--- config.mk ---
export PLATFORM = sky130hd
export DESIGN_NAME = picomips_core
export DESIGN_NICKNAME = d
export VERILOG_FILES = /design/src/rtl/picomips_pkg.sv /design/src/rtl/picomips_alu.sv /design/src/rtl/picomips_core.sv
export SDC_FILE = /design/constraint.sdc
export NUM_CORES = 1
export LEC_CHECK = 0
export CAP_MARGIN = 20
export CORE_MARGIN = 1
export CORE_UTILIZATION = 55
export CTS_CLUSTER_DIAMETER = 60
export CTS_CLUSTER_SIZE = 24
export DETAILED_ROUTE_END_ITERATION = 10
export MAX_ROUTING_LAYER = met4
export PLACE_DENSITY = 0.79
export SLEW_MARGIN = 15
export SYNTH_ARGS = -nofsm -noshare
export SYNTH_HDL_FRONTEND = slang
export SYNTH_SLANG_ARGS = --single-unit
--- constraint.sdc ---
create_clock -name Clock -period 4.53 [get_ports Clock]
set_input_delay 0.906 -clock Clock [delete_from_list [all_inputs] [get_ports Clock]]
set_output_delay 0.906 -clock Clock [all_outputs]
set_load 0.02 [all_outputs]
--- src/rtl/picomips_pkg.sv ---
// Shared types and constants for the picoMIPS accumulator core.
// Opcode encoding, FSM state encoding and the Q2.2 multiply shift.
package picomips_pkg;

  typedef enum logic [2:0] {
    OP_HEI  = 3'b000,
    OP_LSW  = 3'b001,
    OP_MULI = 3'b010,
    OP_ATR  = 3'b011,
    OP_RTA  = 3'b100,
    OP_ADD  = 3'b101,
    OP_ADDI = 3'b110,
    OP_BRA  = 3'b111
  } opcode_t;

  typedef enum logic [1:0] {
    ST_IDLE  = 2'b00,
    ST_FETCH = 2'b01,
    ST_EXEC  = 2'b10,
    ST_WRITE = 2'b11
  } state_t;

  // MULI immediates are Q2.2, so the raw product carries two fraction bits.
  localparam int QSHIFT = 2;

endpackage

--- src/rtl/picomips_alu.sv ---
// Combinational accumulator datapath for LSW/RTA/ADD/ADDI/MULI.
// Define PICOMIPS_SAT_EN to clamp ADD/ADDI/MULI overflow instead of wrapping.
module picomips_alu
  import picomips_pkg::*;
#(
  parameter int DATA_W = 8
) (
  input  opcode_t                   op,
  input  logic [4:0]                operand,
  input  logic signed [DATA_W-1:0]  acc,
  input  logic signed [DATA_W-1:0]  reg_val,
  input  logic signed [DATA_W-1:0]  sw,
  output logic signed [DATA_W-1:0]  result
);

`ifdef PICOMIPS_SAT_EN
  localparam bit SAT_EN = 1'b1;
`else
  localparam bit SAT_EN = 1'b0;
`endif

  // Wide enough for the full acc * imm5 product and any single-step sum.
  localparam int EXT_W = DATA_W + 6;

  localparam logic signed [DATA_W-1:0] MAX_V = {1'b0, {(DATA_W-1){1'b1}}};
  localparam logic signed [DATA_W-1:0] MIN_V = {1'b1, {(DATA_W-1){1'b0}}};

  logic signed [4:0]       imm;
  logic signed [EXT_W-1:0] acc_x;
  logic signed [EXT_W-1:0] reg_x;
  logic signed [EXT_W-1:0] imm_x;
  logic signed [EXT_W-1:0] wide;

  assign imm   = operand;
  assign acc_x = EXT_W'(acc);
  assign reg_x = EXT_W'(reg_val);
  assign imm_x = EXT_W'(imm);

  always_comb begin
    wide = acc_x;
    case (op)
      OP_LSW:  wide = EXT_W'(sw);
      OP_RTA:  wide = reg_x;
      OP_ADD:  wide = acc_x + reg_x;
      OP_ADDI: wide = acc_x + (imm_x <<< 1);
      OP_MULI: wide = (acc_x * imm_x) >>> QSHIFT;
      default: wide = acc_x;
    endcase
  end

  always_comb begin
    result = wide[DATA_W-1:0];
    if (SAT_EN && (wide > EXT_W'(MAX_V)))
      result = MAX_V;
    else if (SAT_EN && (wide < EXT_W'(MIN_V)))
      result = MIN_V;
  end

endmodule

--- src/rtl/picomips_core.sv ---
// picoMIPS 8-opcode accumulator core: FSM, register file and instruction memory.
// Overflow behaviour of ADD/ADDI/MULI is selected by PICOMIPS_SAT_EN (see picomips_alu).
module picomips_core
  import picomips_pkg::*;
#(
  parameter int DATA_W     = 8,
  parameter int NREGS      = 4,
  parameter int PROG_DEPTH = 32,
  localparam int PC_W      = $clog2(PROG_DEPTH)
) (
  input  logic              Clock,
  input  logic              nReset,
  input  logic              Run,
  input  logic              Go,
  input  logic [DATA_W-1:0] SW,
  input  logic              ProgWe,
  input  logic [PC_W-1:0]   ProgAddr,
  input  logic [7:0]        ProgData,
  output logic [DATA_W-1:0] LED,
  output logic [PC_W-1:0]   Pc,
  output logic              Busy,
  output logic              Waiting,
  output state_t            DbgState
);

  localparam int RS_W = $clog2(NREGS);

  logic [7:0]               imem [PROG_DEPTH];
  logic [DATA_W-1:0]        regs [NREGS];
  state_t                   state;
  logic [7:0]               ir;
  logic signed [DATA_W-1:0] acc;
  logic signed [DATA_W-1:0] alu_res;
  opcode_t                  op;
  logic [4:0]               operand;
  logic [RS_W-1:0]          rsel;
  logic                     acc_we;

  assign op       = opcode_t'(ir[7:5]);
  assign operand  = ir[4:0];
  assign rsel     = operand[RS_W-1:0];
  assign LED      = acc;
  assign DbgState = state;

  always_comb begin
    acc_we = 1'b0;
    case (op)
      OP_LSW, OP_MULI, OP_RTA, OP_ADD, OP_ADDI: acc_we = 1'b1;
      default:                                  acc_we = 1'b0;
    endcase
  end

  picomips_alu #(.DATA_W(DATA_W)) u_alu (
    .op      (op),
    .operand (operand),
    .acc     (acc),
    .reg_val (regs[rsel]),
    .sw      (SW),
    .result  (alu_res)
  );

  // Program memory is deliberately outside reset so a loaded program survives it.
  always_ff @(posedge Clock) begin
    if (ProgWe)
      imem[ProgAddr] <= ProgData;
  end

  always_ff @(posedge Clock or negedge nReset) begin
    if (!nReset) begin
      for (int i = 0; i < NREGS; i++)
        regs[i] <= '0;
    end else if (state == ST_WRITE && op == OP_ATR) begin
      regs[rsel] <= acc;
    end
  end

  // HEI handshake: the core holds in EXEC while Go differs from operand[0];
  // Waiting rises after the first stalled edge and drops on the edge Go matches.
  always_ff @(posedge Clock or negedge nReset) begin
    if (!nReset) begin
      state   <= ST_IDLE;
      ir      <= '0;
      acc     <= '0;
      Pc      <= '0;
      Busy    <= 1'b0;
      Waiting <= 1'b0;
    end else begin
      case (state)
        ST_IDLE: begin
          if (Run) begin
            state <= ST_FETCH;
            Busy  <= 1'b1;
          end
        end
        ST_FETCH: begin
          ir    <= imem[Pc];
          state <= ST_EXEC;
        end
        ST_EXEC: begin
          if (op == OP_HEI && Go != operand[0]) begin
            Waiting <= 1'b1;
          end else begin
            Waiting <= 1'b0;
            state   <= ST_WRITE;
          end
        end
        ST_WRITE: begin
          if (acc_we)
            acc <= alu_res;
          Pc <= (op == OP_BRA) ? operand[PC_W-1:0] : Pc + 1'b1;
          if (Run) begin
            state <= ST_FETCH;
          end else begin
            state <= ST_IDLE;
            Busy  <= 1'b0;
          end
        end
        default: state <= ST_IDLE;
      endcase
    end
  end

endmodule

==> results.cfg <==
[placed_design]
place.gp.congestion = 0.918
dpl.hpwl_um = 19400
io_buffers = 42
placed_area_sq_um = 15200

[finish]
nFillCells = 1875
n_antenna_cell = 0
nNetsFinal = 1011
area_growth_pct = 10.0
postLayoutCellArea_sq_um = 15900
drive_above_1_share_pct = 18.1
final_util_pct = 61.4

[clock_tree]
insertion_delay_ns = 0.55
postCtsHoldBufs = 0
cts_max_path_buffers = 3
cts_max_level = 1
clk_pin_slew_ns = 0.07
cts_inserted_buffers = 22
clkSinkCount = 313
cts_resized = 0
postCtsSetupRepairBufs = 0
cts_tree = built
cts_root_buf = clkbuf_16

[synthesis]
synth_cells = 891
syn_area_per_cell_sq_um = 16.3
yosysTopAreaCell = edfxtp_1
syn_area_sq_um = 14500
synthTopCellsByCount = edfxtp_1 (256), mux4_2 (72), nor2_1 (65)
synth-seq-area-share_pct = 62.9
synthTopCellsByArea = edfxtp_1 (53%), mux4_2 (11%), dfrtp_1 (9.8%)
synth-edff-count = 256
yosysWarnings = 0
syn-num-nets = 972
yosys.area.top_type_share_pct = 53.0
synthArstFlopShare_pct = 18.2
ys_types = 56
synth.most_common_cell = edfxtp_1
synth_ff_type = edfxtp_1
synth-seq-cells = 313

[setup_path]
crit_arrival_ns = 4.57
required_ns = 4.97
critPathMaxFanout = 12
worstSetupStartpointType = flop
end_kind = flop
crit_type = reg -> reg

[grt]
grt_antenna_before_repair = 0
grt_pass1_wl_um = 46900
grt_max_degree = 41
grt_pass1_vias = 8149
gr-total-overflow = 0
grt_usage_pct = 24.0

[timing]
finalClockSkew_ns = 0.0469
fmax_ghz = 0.242
min_period_over_period_pct = 91.2
finalMaxSlewViolations = 0
fin_crit_ns = 4.13
rsz0062_at_grt = no
setup_violations = 0
relSlewSlack_pct = 34.8
tightest_slew_ns = 0.974
finalHoldViolCount = 0
setup_tns_ns = 0

[outcome]
status = completed

[pwr]
cellLeakagePower_nw = 5.63
ir_worst_vdd_mv = 0.988
power.density_nw_per_um2 = 723

[floorplan]
core-area_sq_um = 26000
io_pins = 43
dieArea_sq_um = 27000
rows = 59
dieHeight_um = 164
start_util_pct = 55.8
die_x_um = 164

[route]
first_pass_iters = 5
drt_iter0_markers = 742
vias = 7769
viasPerCell = 6.08
wl_per_cell_um = 22.8
ant_nets = 0
routed_wl_um = 29100
drc = 0

[hold_path]
min_path_type = in -> async

[flow_run]
drv_cap = 0
## state kept, by name, summed over array words and instances (netlist names)
name and cells:
imem 256, DbgState 2, ir 8, Pc 5
Busy 1, Waiting 1, regs 32, LED 8
## final cells by class
type	instances	area [sq um]	share of cell area [%]
flip-flops and latches	313	9120	57.2
multi-input cells	494	4990	31.3
clock buffers	25	572	3.59
repair buffers	57	551	3.45
well taps	335	419	2.63
inverters	42	158	0.988
clock inverters	12	136	0.855
## metal layers
metal	routed length [um]	GRT usage, %	part of all wire, %	vias up
met5	0	-	0	-
met4	646	5.26	2.2	0
met3	1560	2.80	5.4	49
met2	14800	39.7	51	255
met1	12100	32.2	41	3938
li1	-	-	-	3527
## critical path, stage by stage, from the launching register on
cell and delay (ns):
dfrtp_1 0.64, ha_1 0.33, inv_1 0.09, fa_1 0.57, fa_1 0.43, fa_1 0.49
inv_1 0.04, ha_1 0.30, nor2b_1 0.17, o31a_1 0.25, o21ai_0 0.21, nor4b_1 0.28
a21oi_1 0.08, a31oi_1 0.17
## kinds of logic (layout without fill, tap and decap cells)
kind of cell | Yosys count | after routing | share of synthesized area, %
flip-flops | 313 | 313 | 62.9
AND/OR/NAND/NOR | 172 | 172 | 6.04
multiplexers | 131 | 131 | 16.3
AO/OA/AOI/OAI | 119 | 119 | 5.15
buffers and inverters | 84 | 136 | 2.69
adder cells (fa/ha/maj) | 55 | 55 | 5.78
XOR/XNOR | 17 | 17 | 1.12
## path summary, 6_finish.rpt
check,from,to,slack (ns),depth (start not counted)
setup / recovery,LED[3],LED[7],0.40,13
min in group Clock,regs[5],regs[5],0.49,2
max in group asynchronous,nReset,regs[19],3.21,2
setup reg to reg,LED[3],LED[7],0.40,13
hold reg to reg,regs[5],regs[5],0.49,2
hold / removal,nReset,LED[6],0.49,1
## cell usage in the layout, fill, tap and decap left out, types with 35 or more instances in the layout
master / instances
ha_1: 35
mux2_2: 35
clkdlybuf4s50_1: 36
nor2_1: 65
dfrtp_1: 54
mux4_2: 72
a21oi_1: 40
edfxtp_1: 256
inv_1: 42
## through the flow
stage / hold slack (ns) / worst slack [ns] / instances / power [W]
after global routing: 0.519 / 0.171 / 1278 / 0.0124
after floorplan: 0.445 / 0.580 / 891 / 0.00818
final: 0.489 / 0.399 / 1278 / 0.0115
after CTS: 0.500 / 0.472 / 1275 / 0.0116
after global placement: 0.466 / 0.607 / 1238 / 0.00950
after detailed placement: 0.484 / 0.475 / 1238 / 0.00961
## power breakdown
part | internal [W] | switching [W]
sequential | 0.00335 | 0.000512
clock | 0.000955 | 0.00101
combinational | 0.00276 | 0.00295
(Power assumes the default switching activity.)
